### src/rtl/synth_param_pkg.sv
`default_nettype none
// +----------------------------------------------------------------------------+
// | Module      : synth_param_pkg                                              |
// | Description : Shared definitions for the synth parameter bank: slot index  |
// |               constants, the auto-repeat state encoding and the default /  |
// |               upper-bound vectors used by the synth's parameter bank.      |
// | Revision    : 1.0 - initial release                                        |
// +----------------------------------------------------------------------------+
package synth_param_pkg;

    // Slot indices within the parameter bank
    localparam int PRM_OCTAVE  = 0;
    localparam int PRM_AMP     = 1;
    localparam int PRM_ATTACK  = 2;
    localparam int PRM_DECAY   = 3;
    localparam int PRM_SUSTAIN = 4;
    localparam int PRM_RELEASE = 5;

    localparam int SYNTH_NUM_PARAMS = 6;
    localparam int SYNTH_WIDTH      = 8;

    // Auto-repeat state machine encoding
    typedef enum logic [1:0] {
        RPT_IDLE   = 2'd0,
        RPT_DELAY  = 2'd1,
        RPT_REPEAT = 2'd2
    } rpt_state_t;

    // Reset values, highest slot first (slot i at bits [i*8 +: 8])
    localparam logic [SYNTH_NUM_PARAMS*SYNTH_WIDTH-1:0] SYNTH_DEFAULTS = {
        8'd20,   // release
        8'd128,  // sustain
        8'd50,   // decay
        8'd10,   // attack
        8'd100,  // amp
        8'd4     // octave
    };

    // Per-slot upper bounds, highest slot first
    localparam logic [SYNTH_NUM_PARAMS*SYNTH_WIDTH-1:0] SYNTH_MAXV = {
        8'd255,  // release
        8'd255,  // sustain
        8'd255,  // decay
        8'd255,  // attack
        8'd200,  // amp
        8'd7     // octave
    };

endpackage
`default_nettype wire

### src/rtl/param_step_sat.sv
`default_nettype none
// +----------------------------------------------------------------------------+
// | Module      : param_step_sat                                               |
// | Description : Saturating single step of one parameter value. Increments   |
// |               clamp at max, decrements clamp at zero; up and down together |
// |               (or neither) pass the value through unchanged.               |
// | Ports       : value      - current value                                   |
// |               max        - upper bound for this slot                       |
// |               up / down  - step direction requests                         |
// |               next_value - stepped value                                   |
// | Revision    : 1.0 - initial release                                        |
// +----------------------------------------------------------------------------+
module param_step_sat
    import synth_param_pkg::*;
#(
    parameter int WIDTH = 8,
    parameter int STEP  = 1
) (
    input  logic [WIDTH-1:0] value,
    input  logic [WIDTH-1:0] max,
    input  logic             up,
    input  logic             down,
    output logic [WIDTH-1:0] next_value
);

    localparam logic [WIDTH:0] c_step = (WIDTH+1)'(STEP);

    // One extra bit so the sum can never wrap before the clamp
    logic [WIDTH:0] w_sum;

    assign w_sum = {1'b0, value} + c_step;

    always_comb begin
        next_value = value;
        if (up && !down) begin
            next_value = (w_sum > {1'b0, max}) ? max : w_sum[WIDTH-1:0];
        end else if (down && !up) begin
            next_value = ({1'b0, value} >= c_step) ? (value - c_step[WIDTH-1:0]) : '0;
        end
    end

endmodule
`default_nettype wire

### src/rtl/param_bank_ctrl.sv
`default_nettype none
// +----------------------------------------------------------------------------+
// | Module      : param_bank_ctrl                                              |
// | Description : Bank of NUM_PARAMS editable synth parameters. Front-panel    |
// |               inc/dec keys step the selected slot on their rising edge     |
// |               with saturation at 0 and MAXV; load writes an absolute       |
// |               (clamped) value. Optional auto-repeat while a key is held    |
// |               is enabled by defining the macro PARAM_AUTOREPEAT_EN.        |
// | Ports       : clk, reset (sync, active-low)                                |
// |               sel, inc, dec, load, load_val - edit controls                |
// |               values      - all slots, flattened, registered               |
// |               changed     - one-cycle pulse when a slot value changes      |
// |               changed_idx - slot that changed                              |
// |               sel_err     - registered, high while sel >= NUM_PARAMS       |
// | Revision    : 1.0 - initial release                                        |
// +----------------------------------------------------------------------------+
module param_bank_ctrl
    import synth_param_pkg::*;
#(
    parameter int                          NUM_PARAMS   = 6,
    parameter int                          WIDTH        = 8,
    parameter int                          STEP         = 1,
    parameter logic [NUM_PARAMS*WIDTH-1:0] DEFAULTS     = '0,
    parameter logic [NUM_PARAMS*WIDTH-1:0] MAXV         = '1,
    parameter int                          REPEAT_DELAY = 25_000_000,
    parameter int                          REPEAT_RATE  = 5_000_000,
    localparam int                         SEL_W        = (NUM_PARAMS > 1) ? $clog2(NUM_PARAMS) : 1
) (
    input  logic                        clk,
    input  logic                        reset,
    input  logic [SEL_W-1:0]            sel,
    input  logic                        inc,
    input  logic                        dec,
    input  logic                        load,
    input  logic [WIDTH-1:0]            load_val,
    output logic [NUM_PARAMS*WIDTH-1:0] values,
    output logic                        changed,
    output logic [SEL_W-1:0]            changed_idx,
    output logic                        sel_err
);

    localparam logic [SEL_W:0] c_num_params = (SEL_W+1)'(NUM_PARAMS);

    logic [WIDTH-1:0] r_slot [NUM_PARAMS];
    logic             r_inc_q;
    logic             r_dec_q;
    logic             r_changed;
    logic [SEL_W-1:0] r_changed_idx;
    logic             r_sel_err;

    logic             w_sel_ok;
    logic [SEL_W-1:0] w_idx;
    logic [WIDTH-1:0] w_cur;
    logic [WIDTH-1:0] w_max;
    logic [WIDTH-1:0] w_step_nxt;
    logic [WIDTH-1:0] w_load_clamped;
    logic [WIDTH-1:0] w_new;
    logic             w_write;
    logic             w_edge_inc;
    logic             w_edge_dec;
    logic             w_step_up;
    logic             w_step_dn;
    logic             w_rep_step;
    logic             w_rep_up;

    // Out-of-range selects read slot 0 but never write (w_sel_ok gates writes)
    assign w_sel_ok = ({1'b0, sel} < c_num_params);
    assign w_idx    = w_sel_ok ? sel : '0;
    assign w_cur    = r_slot[w_idx];
    assign w_max    = MAXV[w_idx*WIDTH +: WIDTH];

    // Rising edges; a simultaneous press of the other key cancels the step
    assign w_edge_inc = inc & ~r_inc_q & ~dec;
    assign w_edge_dec = dec & ~r_dec_q & ~inc;

    assign w_step_up = w_edge_inc | (w_rep_step &  w_rep_up);
    assign w_step_dn = w_edge_dec | (w_rep_step & ~w_rep_up);

    assign w_load_clamped = (load_val > w_max) ? w_max : load_val;

    param_step_sat #(
        .WIDTH (WIDTH),
        .STEP  (STEP)
    ) u_step (
        .value      (w_cur),
        .max        (w_max),
        .up         (w_step_up),
        .down       (w_step_dn),
        .next_value (w_step_nxt)
    );

    // Load wins over any step in the same cycle
    always_comb begin
        w_write = 1'b0;
        w_new   = w_cur;
        if (w_sel_ok) begin
            if (load) begin
                w_write = 1'b1;
                w_new   = w_load_clamped;
            end else if (w_step_up || w_step_dn) begin
                w_write = 1'b1;
                w_new   = w_step_nxt;
            end
        end
    end

    always_ff @(posedge clk) begin
        if (!reset) begin
            for (int i = 0; i < NUM_PARAMS; i++) begin
                r_slot[i] <= DEFAULTS[i*WIDTH +: WIDTH];
            end
            // Keys held through reset release must not look like a fresh press
            r_inc_q       <= 1'b1;
            r_dec_q       <= 1'b1;
            r_changed     <= 1'b0;
            r_changed_idx <= '0;
            r_sel_err     <= 1'b0;
        end else begin
            r_inc_q   <= inc;
            r_dec_q   <= dec;
            r_sel_err <= ~w_sel_ok;
            r_changed <= w_write && (w_new != w_cur);
            if (w_write) begin
                r_slot[w_idx] <= w_new;
            end
            if (w_write && (w_new != w_cur)) begin
                r_changed_idx <= w_idx;
            end
        end
    end

    generate
        for (genvar g = 0; g < NUM_PARAMS; g++) begin : g_pack
            assign values[g*WIDTH +: WIDTH] = r_slot[g];
        end
    endgenerate

    assign changed     = r_changed;
    assign changed_idx = r_changed_idx;
    assign sel_err     = r_sel_err;

`ifdef PARAM_AUTOREPEAT_EN
    localparam int c_cnt_max = (REPEAT_DELAY > REPEAT_RATE) ? REPEAT_DELAY : REPEAT_RATE;
    localparam int c_cnt_w   = (c_cnt_max > 0) ? $clog2(c_cnt_max + 1) : 1;
    localparam logic [c_cnt_w-1:0] c_delay = c_cnt_w'(REPEAT_DELAY);
    localparam logic [c_cnt_w-1:0] c_rate  = c_cnt_w'(REPEAT_RATE);

    rpt_state_t       r_state;
    rpt_state_t       w_state_nxt;
    logic [c_cnt_w-1:0] r_cnt;
    logic [c_cnt_w-1:0] w_cnt_nxt;
    logic             r_dir_up;
    logic             w_dir_nxt;
    logic [SEL_W-1:0] r_sel;
    logic             w_held;
    logic             w_abort;

    // The key that started the hold must stay down, alone, on the same slot
    assign w_held  = r_dir_up ? inc : dec;
    assign w_abort = load | (inc & dec) | (sel != r_sel) | ~w_held | ~w_sel_ok;

    always_ff @(posedge clk) begin
        if (!reset) begin
            r_state  <= RPT_IDLE;
            r_cnt    <= '0;
            r_dir_up <= 1'b0;
            r_sel    <= '0;
        end else begin
            r_state  <= w_state_nxt;
            r_cnt    <= w_cnt_nxt;
            r_dir_up <= w_dir_nxt;
            r_sel    <= sel;
        end
    end

    always_comb begin
        w_state_nxt = r_state;
        w_cnt_nxt   = r_cnt;
        w_dir_nxt   = r_dir_up;
        w_rep_step  = 1'b0;
        case (r_state)
            RPT_IDLE: begin
                w_cnt_nxt = '0;
                if (w_sel_ok && !load && (w_edge_inc || w_edge_dec)) begin
                    w_state_nxt = RPT_DELAY;
                    w_cnt_nxt   = c_delay;
                    w_dir_nxt   = w_edge_inc;
                end
            end
            RPT_DELAY, RPT_REPEAT: begin
                if (w_abort) begin
                    w_state_nxt = RPT_IDLE;
                    w_cnt_nxt   = '0;
                end else if (r_cnt == '0) begin
                    w_rep_step  = 1'b1;
                    w_cnt_nxt   = c_rate;
                    w_state_nxt = RPT_REPEAT;
                end else begin
                    w_cnt_nxt = r_cnt - 1'b1;
                end
            end
            default: begin
                w_state_nxt = RPT_IDLE;
                w_cnt_nxt   = '0;
            end
        endcase
    end

    assign w_rep_up = r_dir_up;
`else
    assign w_rep_step = 1'b0;
    assign w_rep_up   = 1'b0;
`endif

endmodule
`default_nettype wire

### config.mk
export PLATFORM = sky130hd
export DESIGN_NAME = param_bank_ctrl
export DESIGN_NICKNAME = d
export VERILOG_FILES = /design/src/rtl/synth_param_pkg.sv /design/src/rtl/param_step_sat.sv /design/src/rtl/param_bank_ctrl.sv
export SDC_FILE = /design/constraint.sdc
export NUM_CORES = 1
export LEC_CHECK = 0
export CAP_MARGIN = 15
export CORE_MARGIN = 1
export CORE_UTILIZATION = 41
export DETAILED_ROUTE_END_ITERATION = 6
export PLACE_DENSITY = 0.61
export SLEW_MARGIN = 40
export SYNTH_ARGS = -nofsm -noshare
export SYNTH_HDL_FRONTEND = slang
export SYNTH_SLANG_ARGS = --single-unit
### constraint.sdc
create_clock -name clk -period 7.5 [get_ports clk]
set_input_delay 0.75 -clock clk [delete_from_list [all_inputs] [get_ports clk]]
set_output_delay 0.75 -clock clk [all_outputs]
set_load 0.02 [all_outputs]
==> summary.json <==
{
  "peakVddDrop": {"value": 0.1030, "unit": "mV"},
  "timing.critical_path.required": {"value": 7.75, "unit": "ns"},
  "nFillCells": {"value": 971},
  "initial_core_util": {"value": 42.32, "unit": "%"},
  "worst-r2r-setup-slack": {"value": 2.63, "unit": "ns"},
  "antenna_violating_nets_post_route": {"value": 0},
  "synth_cells": {"value": 444},
  "rows": {"value": 36},
  "wire_per_inst": {"value": 22.49, "unit": "um"},
  "grt_max_degree": {"value": 20},
  "report.final.setup_viol": {"value": 0},
  "power_switching": {"value": 0.0002912, "unit": "W"},
  "worst_skew_pair.late_latency": {"value": 0.32, "unit": "ns"},
  "synth-seq-cells": {"value": 55},
  "drtPass1Iterations": {"value": 5},
  "number_of_antenna_violations_at_the_first_check_in_global_routing": {"value": 0},
  "numClockSinks": {"value": 55},
  "drt_wl_total": {"value": 14640, "unit": "um"},
  "dr.first_iter.drc_count": {"value": 378},
  "post_drt_via_cell_ratio": {"value": 6.014},
  "clk_path_buf_depth": {"value": 2},
  "setup.worst_path.class": {"value": "input pin to flop"},
  "sw_frac_of_total": {"value": 35.91, "unit": "%"},
  "cts_hold_buf": {"value": 0},
  "post-cts-setup-buffers": {"value": 0},
  "grt.total_usage": {"value": 28.58, "unit": "%"},
  "post_synth_edffs": {"value": 48},
  "syn-mean-instance-area": {"value": 9.359, "unit": "um^2"},
  "postSynth.asyncResetShare": {"value": 0, "unit": "%"},
  "die_area": {"value": 10540, "unit": "um^2"},
  "cp-start-kind": {"value": "input pin"},
  "ys.warnings.count": {"value": 0},
  "final_cell_mix": {"value": "71 x sky130_fd_sc_hd__nor2_1, 67 x sky130_fd_sc_hd__clkdlybuf4s50_1, 48 x sky130_fd_sc_hd__edfxtp_1"},
  "synth-main-ff-cell": {"value": "sky130_fd_sc_hd__edfxtp_1"},
  "vias": {"value": 3915},
  "final_hold_viol_count": {"value": 0},
  "final_nets": {"value": 548},
  "synthesis.area": {"value": 4155, "unit": "um^2"},
  "final-max-slew-violation-count": {"value": 0},
  "post_cts.resized_instances": {"value": 0},
  "min-delay-path-class": {"value": "flop to flop"},
  "placed_cells": {"value": 643},
  "leakagePower": {"value": 1.961, "unit": "nW"},
  "power_per_cell_area": {"value": 160.4, "unit": "nW/um^2"},
  "tritoncts": {"value": "built"},
  "grt_pass1_vias": {"value": 3675},
  "antenna-diode-count": {"value": 0},
  "remaining_drc_errors": {"value": 0},
  "top_level_ports": {"value": 69},
  "post-route-period-util": {"value": 79.03, "unit": "%"},
  "maxCapViolCount": {"value": 0},
  "proportion_of_layout_cells_with_a_drive_suffix_above_1": {"value": 10.04, "unit": "%"},
  "grt_first_pass_wirelength": {"value": 21830, "unit": "um"},
  "fp.coreArea": {"value": 9819, "unit": "um^2"},
  "timing.max_slew.rel_slack": {"value": 44.37, "unit": "%"},
  "die_x_extent": {"value": 102.7, "unit": "um"},
  "setup_repair_after_global_routing_missed_its_margin": {"value": "false"},
  "dp_hpwl": {"value": 11510, "unit": "um"},
  "finalNonFillerCells": {"value": 651},
  "comb_power_share": {"value": 33.4, "unit": "%"},
  "worst_ep_arrival_time": {"value": 6.17, "unit": "ns"},
  "achievable-frequency": {"value": 168.7, "unit": "MHz"},
  "pwr-share-seq": {"value": 44.5, "unit": "%"},
  "cts_root_buf": {"value": "sky130_fd_sc_hd__clkbuf_8"},
  "timing_worst_slew_pin_value": {"value": 0.8257, "unit": "ns"},
  "p_int": {"value": 0.0005198, "unit": "W"},
  "place.gp.congestion": {"value": 0.9762},
  "setup_tns": {"value": 0, "unit": "ns"},
  "worstSetupEndpointType": {"value": "flop"},
  "ys_seq_area_share": {"value": 38.06, "unit": "%"},
  "outcome": {"value": "completed"},
  "power_frac_clock": {"value": 22.1, "unit": "%"},
  "gr-total-overflow": {"value": 0},
  "htree_num_levels": {"value": 2},
  "worst_clock_skew": {"value": 0.01187, "unit": "ns"},
  "tritoncts.num_buffers": {"value": 5},
  "critical_path.max_fanout": {"value": 17},
  "final_period_minus_worst_setup_slack": {"value": 5.928, "unit": "ns"},
  "portBuffers": {"value": 68},
  "netlist-cell-type-count": {"value": 77},
  "flow.area_growth_from_synthesis": {"value": 21.65, "unit": "%"},
  "dieHeight": {"value": 102.7, "unit": "um"},
  "cts.clk_slew.worst_paths": {"value": 0.10, "unit": "ns"},
  "final_common_cell": {"value": "sky130_fd_sc_hd__nor2_1"}
}
==> state kept, by name, indices dropped and copies added (netlist names) <==
name         count
r_slot          48
changed_idx      3
changed          1
r_dec_q          1
r_inc_q          1
sel_err          1
==> path summary, 6_finish.rpt <==
path / from / end / depth (start not counted)
worst max-delay path: sel[2] / changed_idx[2] / 20
worst min-delay path: changed_idx[1] / changed_idx[1] / 2
worst max register to register: r_slot[5][0] / changed_idx[2] / 19
worst min register to register: changed_idx[1] / changed_idx[1] / 2
==> layout make-up <==
cell class              count  area [um^2]  share of cell area [%]
flip-flops and latches     55         1582                   31.29
clock buffers               5        68.82                   1.361
clock inverters             3        28.78                  0.5693
well taps                 133        166.4                   3.292
inverters                  17        63.81                   1.262
repair buffers             78        750.7                   14.85
multi-input cells         360         2395                   47.38
==> through the flow <==
step | hold slack, ns | power, W | cell area [um^2] | setup slack (ns) | util [%]
final | 0.4695 | 0.0008110 | 5055 | 1.572 | 51.48
after floorplan | 0.5332 | 0.0005338 | 4193 | 2.931 | -
after global placement | 0.4500 | 0.0006362 | 4962 | 1.247 | 50.54
after global routing | 0.5110 | 0.0008469 | 5055 | 1.243 | 51.48
after detailed placement | 0.4464 | 0.0006317 | 4962 | 1.119 | 50.54
after CTS | 0.4737 | 0.0008084 | 5060 | 1.448 | 51.53
==> cell usage after synthesis, drive strengths merged (7+ instances only) <==
master | instances | area [um^2]
or3 | 8 | 50.05
xnor2 | 7 | 61.31
clkbuf | 13 | 48.80
inv | 17 | 63.81
nor2 | 72 | 272.8
nand3 | 7 | 40.04
o211ai | 7 | 52.55
buf | 9 | 103.9
nand2 | 44 | 165.2
mux2i | 24 | 240.2
nor4 | 8 | 77.57
dfxtp | 7 | 140.1
o21ai | 10 | 53.80
a21oi | 16 | 80.08
edfxtp | 48 | 1441
or2 | 9 | 61.31
nand2b | 9 | 56.30
ha | 15 | 187.7
o22ai | 7 | 43.79
==> cells by family (layout without fill, tap and decap cells) <==
kind of cell	after synthesis	count (layout)	share of synthesized area, %
AOI/OAI and AO/OA	103	103	19.69
muxes	26	26	6.414
adders and majority gates	15	15	4.517
DFF	55	55	38.06
and+or+nand+nor	197	197	24.45
other	2	12	0.1807
xor gates and xnor gates	7	7	1.475
buffers and inverters	39	103	5.209
==> power groups by stage <==
stage                     sequential (W)  combinational (W)  clock (W)
after floorplan                 0.000384           0.000150          0
after global placement          0.000368           0.000268          0
after detailed placement        0.000368           0.000264          0
after CTS                       0.000361           0.000265   0.000182
after global routing            0.000363           0.000289   0.000195
final                           0.000361           0.000271   0.000179
==> critical path, cell delays in order <==
cell                              delay (ns)
sky130_fd_sc_hd__clkdlybuf4s50_1        0.72
sky130_fd_sc_hd__nand2_1                0.54
sky130_fd_sc_hd__a2bb2oi_1              0.36
sky130_fd_sc_hd__nand2_1                0.27
sky130_fd_sc_hd__inv_1                  0.17
sky130_fd_sc_hd__ha_1                   0.22
sky130_fd_sc_hd__and4_1                 0.22
sky130_fd_sc_hd__nand4_1                0.15
sky130_fd_sc_hd__xnor2_1                0.26
sky130_fd_sc_hd__ha_1                   0.18
sky130_fd_sc_hd__nand4_1                0.12
sky130_fd_sc_hd__a21oi_1                0.14
sky130_fd_sc_hd__a2bb2oi_1              0.44
sky130_fd_sc_hd__nor2_1                 0.13
sky130_fd_sc_hd__a21boi_0               0.22
sky130_fd_sc_hd__a2111oi_0              0.58
sky130_fd_sc_hd__nor4_1                 0.13
sky130_fd_sc_hd__and4b_1                0.26
sky130_fd_sc_hd__nand3_2                0.11
sky130_fd_sc_hd__mux2i_1                0.20
==> metal layers <==
metal	wire, um	vias up	track usage [%]	share of wire [%]
li1	-	1789	-	-
met1	6686	1915	41.60	46
met2	6679	185	43.38	46
met3	863	26	4.000	5.9
met4	408	0	9.560	2.8
met5	0	-	0	0
Power figures use the tool's default switching activity.
